===== src/rtl/mem_line_arb_pkg.sv =====
// Shared types and sizing for the two-client line arbiter: FSM encoding, line geometry, word select.
package mem_line_arb_pkg;

    typedef enum logic [1:0] {
        ST_IDLE = 2'd0,
        ST_WB   = 2'd1,
        ST_FILL = 2'd2,
        ST_DONE = 2'd3
    } state_t;

    localparam int LINE_WORDS = 4;
    localparam int WORD_OFF_W = 2;
    localparam int WORD_W     = 32;
    localparam int LINE_W     = LINE_WORDS * WORD_W;

    function automatic logic [WORD_W-1:0] line_word(input logic [LINE_W-1:0]     line,
                                                    input logic [WORD_OFF_W-1:0] k);
        logic [WORD_W-1:0] w;
        w = '0;
        for (int i = 0; i < LINE_WORDS; i++) begin
            if (k == WORD_OFF_W'(i)) w = line[i*WORD_W +: WORD_W];
        end
        return w;
    endfunction

endpackage


===== src/rtl/rr_arb2.sv =====
// Two-requester round-robin arbiter; grant is combinational, a tie goes to the client not served last.
// The last-served flop only moves on i_upd_vld and powers up pointing at requester 1.
module rr_arb2 (
    input  logic       clk,
    input  logic       rst,
    input  logic [1:0] i_req,
    input  logic       i_upd_vld,
    input  logic       i_upd_id,
    output logic       o_gnt_vld,
    output logic       o_gnt_id
);

    logic r_last;

    always_ff @(posedge clk) begin
        if (rst) begin
            r_last <= 1'b1;
        end else if (i_upd_vld) begin
            r_last <= i_upd_id;
        end
    end

    always_comb begin
        o_gnt_vld = |i_req;
        o_gnt_id  = 1'b0;
        if (&i_req) begin
            o_gnt_id = ~r_last;
        end else begin
            o_gnt_id = i_req[1];
        end
    end

endmodule


===== src/rtl/mem_line_arb.sv =====
// Two-client cache-line engine: optional 4-word victim write-back, then a 4-word fill, one op in flight.
// Unstalled fill-only is 6 cycles grant-to-done; mem_stall freezes the current access until accepted.
module mem_line_arb
    import mem_line_arb_pkg::*;
#(
    parameter int ADDR_W = 32
) (
    input  logic              clk,
    input  logic              rst,
    input  logic              c0_req,
    input  logic              c1_req,
    input  logic              c0_wb,
    input  logic              c1_wb,
    input  logic [ADDR_W-1:0] c0_fill_addr,
    input  logic [ADDR_W-1:0] c1_fill_addr,
    input  logic [ADDR_W-1:0] c0_wb_addr,
    input  logic [ADDR_W-1:0] c1_wb_addr,
    input  logic [LINE_W-1:0] c0_wb_data,
    input  logic [LINE_W-1:0] c1_wb_data,
    output logic              c0_done,
    output logic              c1_done,
    output logic [LINE_W-1:0] c0_rdata,
    output logic [LINE_W-1:0] c1_rdata,
    output logic              c0_err,
    output logic              c1_err,
    output logic [ADDR_W-1:0] mem_addr,
    output logic [WORD_W-1:0] mem_wdata,
    output logic              mem_rd,
    output logic              mem_wr,
    input  logic [WORD_W-1:0] mem_rdata,
    input  logic              mem_stall,
    input  logic              mem_err
);

    localparam int LINE_OFF = WORD_OFF_W + 2;
    localparam int LA_W     = ADDR_W - LINE_OFF;

    state_t                r_state;
    state_t                w_state_nxt;
    logic [WORD_OFF_W-1:0] r_k;
    logic                  r_id;
    logic [LA_W-1:0]       r_fill_line;
    logic [LA_W-1:0]       r_wb_line;
    logic [LINE_W-1:0]     r_wb_data;
    logic [LINE_W-1:0]     r_line;
    logic                  r_err;

    logic                  w_gnt_vld;
    logic                  w_gnt_id;
    logic                  w_grant;
    logic                  w_accept;
    logic                  w_last_word;
    logic                  w_done;
    logic                  w_sel_wb;
    logic [ADDR_W-1:0]     w_sel_fill_addr;
    logic [ADDR_W-1:0]     w_sel_wb_addr;
    logic [LINE_W-1:0]     w_sel_wb_data;
    logic                  w_unused_addr_bits;

    rr_arb2 u_arb (
        .clk       (clk),
        .rst       (rst),
        .i_req     ({c1_req, c0_req}),
        .i_upd_vld (w_done),
        .i_upd_id  (r_id),
        .o_gnt_vld (w_gnt_vld),
        .o_gnt_id  (w_gnt_id)
    );

    assign w_sel_wb        = w_gnt_id ? c1_wb        : c0_wb;
    assign w_sel_fill_addr = w_gnt_id ? c1_fill_addr : c0_fill_addr;
    assign w_sel_wb_addr   = w_gnt_id ? c1_wb_addr   : c0_wb_addr;
    assign w_sel_wb_data   = w_gnt_id ? c1_wb_data   : c0_wb_data;

    // Byte-within-line bits are replaced by the word counter on the memory side.
    assign w_unused_addr_bits = ^{c0_fill_addr[LINE_OFF-1:0], c1_fill_addr[LINE_OFF-1:0],
                                  c0_wb_addr[LINE_OFF-1:0],   c1_wb_addr[LINE_OFF-1:0]};

    assign w_grant     = (r_state == ST_IDLE) && w_gnt_vld;
    assign w_accept    = ((r_state == ST_WB) || (r_state == ST_FILL)) && !mem_stall;
    assign w_last_word = (r_k == WORD_OFF_W'(LINE_WORDS - 1));

    always_comb begin
        w_state_nxt = r_state;
        mem_rd      = 1'b0;
        mem_wr      = 1'b0;
        mem_addr    = '0;
        mem_wdata   = '0;
        w_done      = 1'b0;
        case (r_state)
            ST_IDLE: begin
                if (w_gnt_vld) w_state_nxt = w_sel_wb ? ST_WB : ST_FILL;
            end
            ST_WB: begin
                mem_wr    = 1'b1;
                mem_addr  = {r_wb_line, r_k, 2'b00};
                mem_wdata = line_word(r_wb_data, r_k);
                if (w_accept && w_last_word) w_state_nxt = ST_FILL;
            end
            ST_FILL: begin
                mem_rd   = 1'b1;
                mem_addr = {r_fill_line, r_k, 2'b00};
                if (w_accept && w_last_word) w_state_nxt = ST_DONE;
            end
            ST_DONE: begin
                w_done      = 1'b1;
                w_state_nxt = ST_IDLE;
            end
            default: w_state_nxt = ST_IDLE;
        endcase
    end

    // r_k wraps 3->0 on the last write-back word, so the fill phase starts at word 0.
    always_ff @(posedge clk) begin
        if (rst) begin
            r_state     <= ST_IDLE;
            r_k         <= '0;
            r_id        <= 1'b0;
            r_fill_line <= '0;
            r_wb_line   <= '0;
            r_wb_data   <= '0;
            r_line      <= '0;
            r_err       <= 1'b0;
        end else begin
            r_state <= w_state_nxt;
            if (w_grant) begin
                r_id        <= w_gnt_id;
                r_fill_line <= w_sel_fill_addr[ADDR_W-1:LINE_OFF];
                r_wb_line   <= w_sel_wb_addr[ADDR_W-1:LINE_OFF];
                r_wb_data   <= w_sel_wb_data;
                r_k         <= '0;
                r_err       <= 1'b0;
            end else if (w_accept) begin
                r_k   <= r_k + WORD_OFF_W'(1);
                r_err <= r_err | mem_err;
                if (r_state == ST_FILL) begin
                    for (int i = 0; i < LINE_WORDS; i++) begin
                        if (r_k == WORD_OFF_W'(i)) r_line[i*WORD_W +: WORD_W] <= mem_rdata;
                    end
                end
            end
        end
    end

    assign c0_done  = w_done & ~r_id;
    assign c1_done  = w_done &  r_id;
    assign c0_err   = c0_done & r_err;
    assign c1_err   = c1_done & r_err;
    assign c0_rdata = r_line;
    assign c1_rdata = r_line;

endmodule


===== config.mk =====
export PLATFORM = sky130hd
export DESIGN_NAME = mem_line_arb
export DESIGN_NICKNAME = d
export VERILOG_FILES = /design/src/rtl/mem_line_arb_pkg.sv /design/src/rtl/rr_arb2.sv /design/src/rtl/mem_line_arb.sv
export SDC_FILE = /design/constraint.sdc
export NUM_CORES = 1
export LEC_CHECK = 0
export BUFFER_PORTS_ARGS = -buffer_cell sky130_fd_sc_hd__buf_4
export CELL_PAD_IN_SITES_DETAIL_PLACEMENT = 1
export CELL_PAD_IN_SITES_GLOBAL_PLACEMENT = 1
export CORE_AREA = 3 3 292 294
export DETAILED_ROUTE_END_ITERATION = 10
export DIE_AREA = 0 0 295 297
export PLACE_DENSITY_LB_ADDON = 0.1
export SETUP_SLACK_MARGIN = 0.05
export SLEW_MARGIN = 5
export SYNTH_ARGS = -nofsm -noshare
export SYNTH_HDL_FRONTEND = slang
export SYNTH_HIERARCHICAL = 1
export SYNTH_SLANG_ARGS = --single-unit

===== constraint.sdc =====
create_clock -name clk -period 2.8 [get_ports clk]
set_clock_uncertainty 0.2 [all_clocks]
set_input_delay 0.56 -clock clk [delete_from_list [all_inputs] [get_ports clk]]
set_output_delay 0.56 -clock clk [all_outputs]
set_load 0.02 [all_outputs]

==> impl_summary.md <==
STA
The setup slack of the critical path after layout is -0.212 ns. The highest attainable clock frequency is 332 MHz. The total setup violations reported at the end of the flow is 32.

The final hold violation count came to 0. The final critical path time including I/O delays and setup is 3.01 ns. The relative slew slack is 34.0%.

The share of the clock period used by the worst path after layout is 108%. The final-layout worst hold slack is 0.0567 ns. The slew of the pin with the lowest slew margin is slightly below 1 ns. The max-slew violation count is 0. Setup repair after global routing could not meet its margin everywhere.

Die
The standard cell core area is 0.0832 mm^2. During I/O placement, the number of pins put on the boundary was between 700 and 800. The initial utilization of the core area, before any placement, comes to 18.2%.

The die extent in y is 297 um. The horizontal extent of the die is 295 um. The initialized floorplan defines about 110 standard-cell rows.

The area enclosed by the die boundary is 0.0876 mm^2.

Power
IR analysis of the VDD net gives a maximum drop of between 0.3 and 0.4 mV. The power density over the cells is about 700 mW/mm^2. The leakage power total is 9.52 nW.

Critical path
Among cell families on the critical path, the largest total delay comes from buffers and inverters. The worst-path cell with the longest stage delay is sky130_fd_sc_hd__dfxtp_4. STA classifies the critical path endpoint as an output port. The required time of the worst setup path is 2.04 ns. The signal on the critical path passes through buf_4 -> ha_4 -> buf_12 -> clkbuf_16 -> a221o_1 -> a21boi_1 -> buf_4. In this run the worst path has a maximum fanout of 8.

The number of buffer and inverter stages on the critical path is 4. The biggest cell delay along the critical path is between 0.3 and 0.4 ns. By startpoint and endpoint, the worst setup path is classified as reg -> out.

STA classifies the critical path startpoint as a register. The endpoint arrival time on the critical path is between 2 and 2.5 ns. The most common cell type on the critical path is sky130_fd_sc_hd__buf_4.

Outcome
The run finished, with violations left. The final reports fail on setup timing.

Layout
The area overhead of the layout relative to synthesis is 52.5%. The leading cell type in the layout, fill and taps excluded is sky130_fd_sc_hd__buf_4. The final layout contains 2816 nets. The library cells used most frequently in the layout, excluding fill and tap cells, are sky130_fd_sc_hd__buf_4 (748), sky130_fd_sc_hd__nand2_1 (441), sky130_fd_sc_hd__dfxtp_1 (315), sky130_fd_sc_hd__mux2i_1 (187), sky130_fd_sc_hd__a21oi_1 (160). The share of post-route cells with drive strength above 1 is approximately two fifths.

CTS
The longest clock path from root to sink contains 3 buffers. The total clock buffers created by CTS is 43. Clock latency on the worst-skew pair, taken at its later pin, is 0.57 ns. The total clock sinks is 319. The clock tree root driver cell is sky130_fd_sc_hd__clkbuf_16. TritonCTS built the clock tree. CTS built an H-tree with a depth of 2.

After clock tree synthesis, the clock-pin slew on the worst setup and hold paths is ~0.06 ns.

Synth
For this run, the leading register cell type out of synthesis is sky130_fd_sc_hd__dfxtp_1. Synthesis inferred 319 register bits. The sequential area share after synthesis is 42.1%. After synthesis, the largest family of logic cells by area is compound AO/OA/AOI/OAI gates.

The xor/xnor cell area share of the yosys netlist is 0.0578%. The instance count of the mapped netlist is 1801. During synthesis, Yosys emitted a total of 6 warnings. A synthesized cell averages 8.41 um^2.

Of the total synthesized cell area, the portion taken by AND, OR, NAND and NOR gates is 14.9%. After Yosys synthesis, full adders, half adders and majority gates account for 0.743% of the synthesized area. The cell area that synthesis handed to floorplanning was 0.0152 mm^2.

The synthesized design contains 0 enable-type register cells. The number of distinct library cells after synthesis is 37. The async set-reset flop share out of synthesis is 0%.

The share of cell area taken by muxes after synthesis is 12.4%. The compound-cell area share of the yosys netlist is 17.3%.

Placed design
The number of input and output port buffers inserted is 731. Prior to clock tree synthesis, the placed netlist has a worst setup slack of 0.212 ns. The congestion estimate from routability-driven global placement came to between 0.7 and 0.8. The sum of net half-perimeters after detailed placement is 54.9 mm.

Global route
The number of antenna violations at the first check in global routing came to 2. The via count of the first global-routing pass is 15500. Entering global routing, the biggest net connects 130 pins. Global routing used 16.2% of the available tracks across all layers. The final global-route overflow total is 0.

The first global-routing pass estimated 106 mm of wire.

Route
For this block, the via count after detailed routing is 14900. After detailed routing, the number of vias per cell comes to 4.26. Summed over all layers, the routed wires come to 75.2 mm. The DRC marker count from the first detailed-route iteration is 532.

The first TritonRoute pass finished after 5 iterations. The remaining design rule violation count is 0. The number of routed nets with antenna violations is 0. The routed wirelength normalized by instance count is 21.5 um.

Run
The max-cap check violation count is 0.

Hold path
In this run the worst hold path is classified as in -> reg.
cells by family (layout without fill, tap and decap cells):
kind of cell	after synthesis	count (layout)
and+or+nand+nor	527	527
AOI/OAI and AO/OA	446	446
DFF	319	319
buffers and inverters	311	922
muxes	187	187
adders and majority gates	9	9
other	1	3
xor gates and xnor gates	1	1
cell usage after synthesis (all sizes together) (9+ instances only):
library cell | count | area share [%]
nand2 | 441 | 11
dfxtp | 319 | 42
buf | 219 | 10
mux2i | 187 | 12
a21oi | 162 | 5.4
o21ai | 153 | 5.1
clkbuf | 55 | 1.5
inv | 37 | 0.92
nand3b | 34 | 1.8
a21boi | 33 | 1.6
a221o | 32 | 2.1
nor2b | 32 | 1.3
o22ai | 32 | 1.3
a22oi | 28 | 1.4
ha | 9 | 0.74
timing repair:
| action | in CTS | in global routing |
|---|---|---|
| gates resized for setup | 39 | 37 |
| endpoints found under the setup margin | 64 | 55 |
| hold buffers | 1 | 0 |
| buffers inserted | 17 | 4 |
| pin swaps | 6 | 31 |
| cloned | 7 | 6 |
| endpoints found under the hold margin | 1 | 0 |
metal layers:
metal  share of wire (%)  global-route usage, %
met4                 1.8                   3.51
met2                  52                   30.3
met5                   0                      0
met3                 5.0                   2.84
met1                  41                   19.2
worst reg2reg max path, cell delays in order, from the launching register on:
cell and delay [ns]:
sky130_fd_sc_hd__dfxtp_4 0.37, sky130_fd_sc_hd__buf_4 0.13, sky130_fd_sc_hd__ha_4 0.17, sky130_fd_sc_hd__buf_12 0.17
sky130_fd_sc_hd__buf_4 0.14, sky130_fd_sc_hd__and4b_2 0.42, sky130_fd_sc_hd__buf_12 0.22, sky130_fd_sc_hd__nand2_1 0.14
sky130_fd_sc_hd__a21oi_1 0.13
registers in the layout, summed over array words and instances, names as in the netlist, 2 cells and up:
register	cells
r_wb_line	28
r_k	2
r_fill_line	28
c0_rdata	128
r_wb_data	128
r_state	2
metrics by stage:
step,setup TNS (ns),instance area (um^2),cells,utilization [%],power (mW)
global placement,0,20900,3384,25.1,10.1
floorplan,0,15200,1802,-,8.24
finish,-5.87,23100,3494,27.8,16.1
CTS,-8.01,22800,3484,27.4,16.4
detailed placement,0,20900,3384,25.1,10.2
global route,-9.07,23100,3493,27.8,17.1
path summary, 6_finish.rpt:
kind	slack [ns]	cells past startpoint	start	endpoint
setup / recovery	-0.21	7	r_k[1]	mem_wdata[8]
hold / removal	0.06	3	c0_wb_data[119]	r_wb_data[119]
setup reg to reg	0.63	8	r_k[1]	c0_rdata[87]
hold reg to reg	0.25	2	r_wb_data[118]	r_wb_data[118]
cell type report:
cell class                      count  area (um^2)
Inverter                           37          146
Tap cell                         1080         1350
Antenna cell                        1         2.50
Fill cell                        9747        60000
Timing Repair Buffer              810         6730
Multi-Input combinational cell   1172         7060
Clock inverter                     11          174
Clock buffer                       64         1250
Sequential cell                   319         6400
report_power, final:
part | total [mW] | leakage [nW] | internal [mW] | switching [mW]
combinational | 4.67 | 6.22 | 2.13 | 2.53
clock | 5.59 | 0.696 | 3.44 | 2.15
sequential | 5.85 | 2.61 | 5.36 | 0.491
total | 16.1 | 9.52 | 10.9 | 5.18
Note: power is estimated with default switching activity, not from simulation.
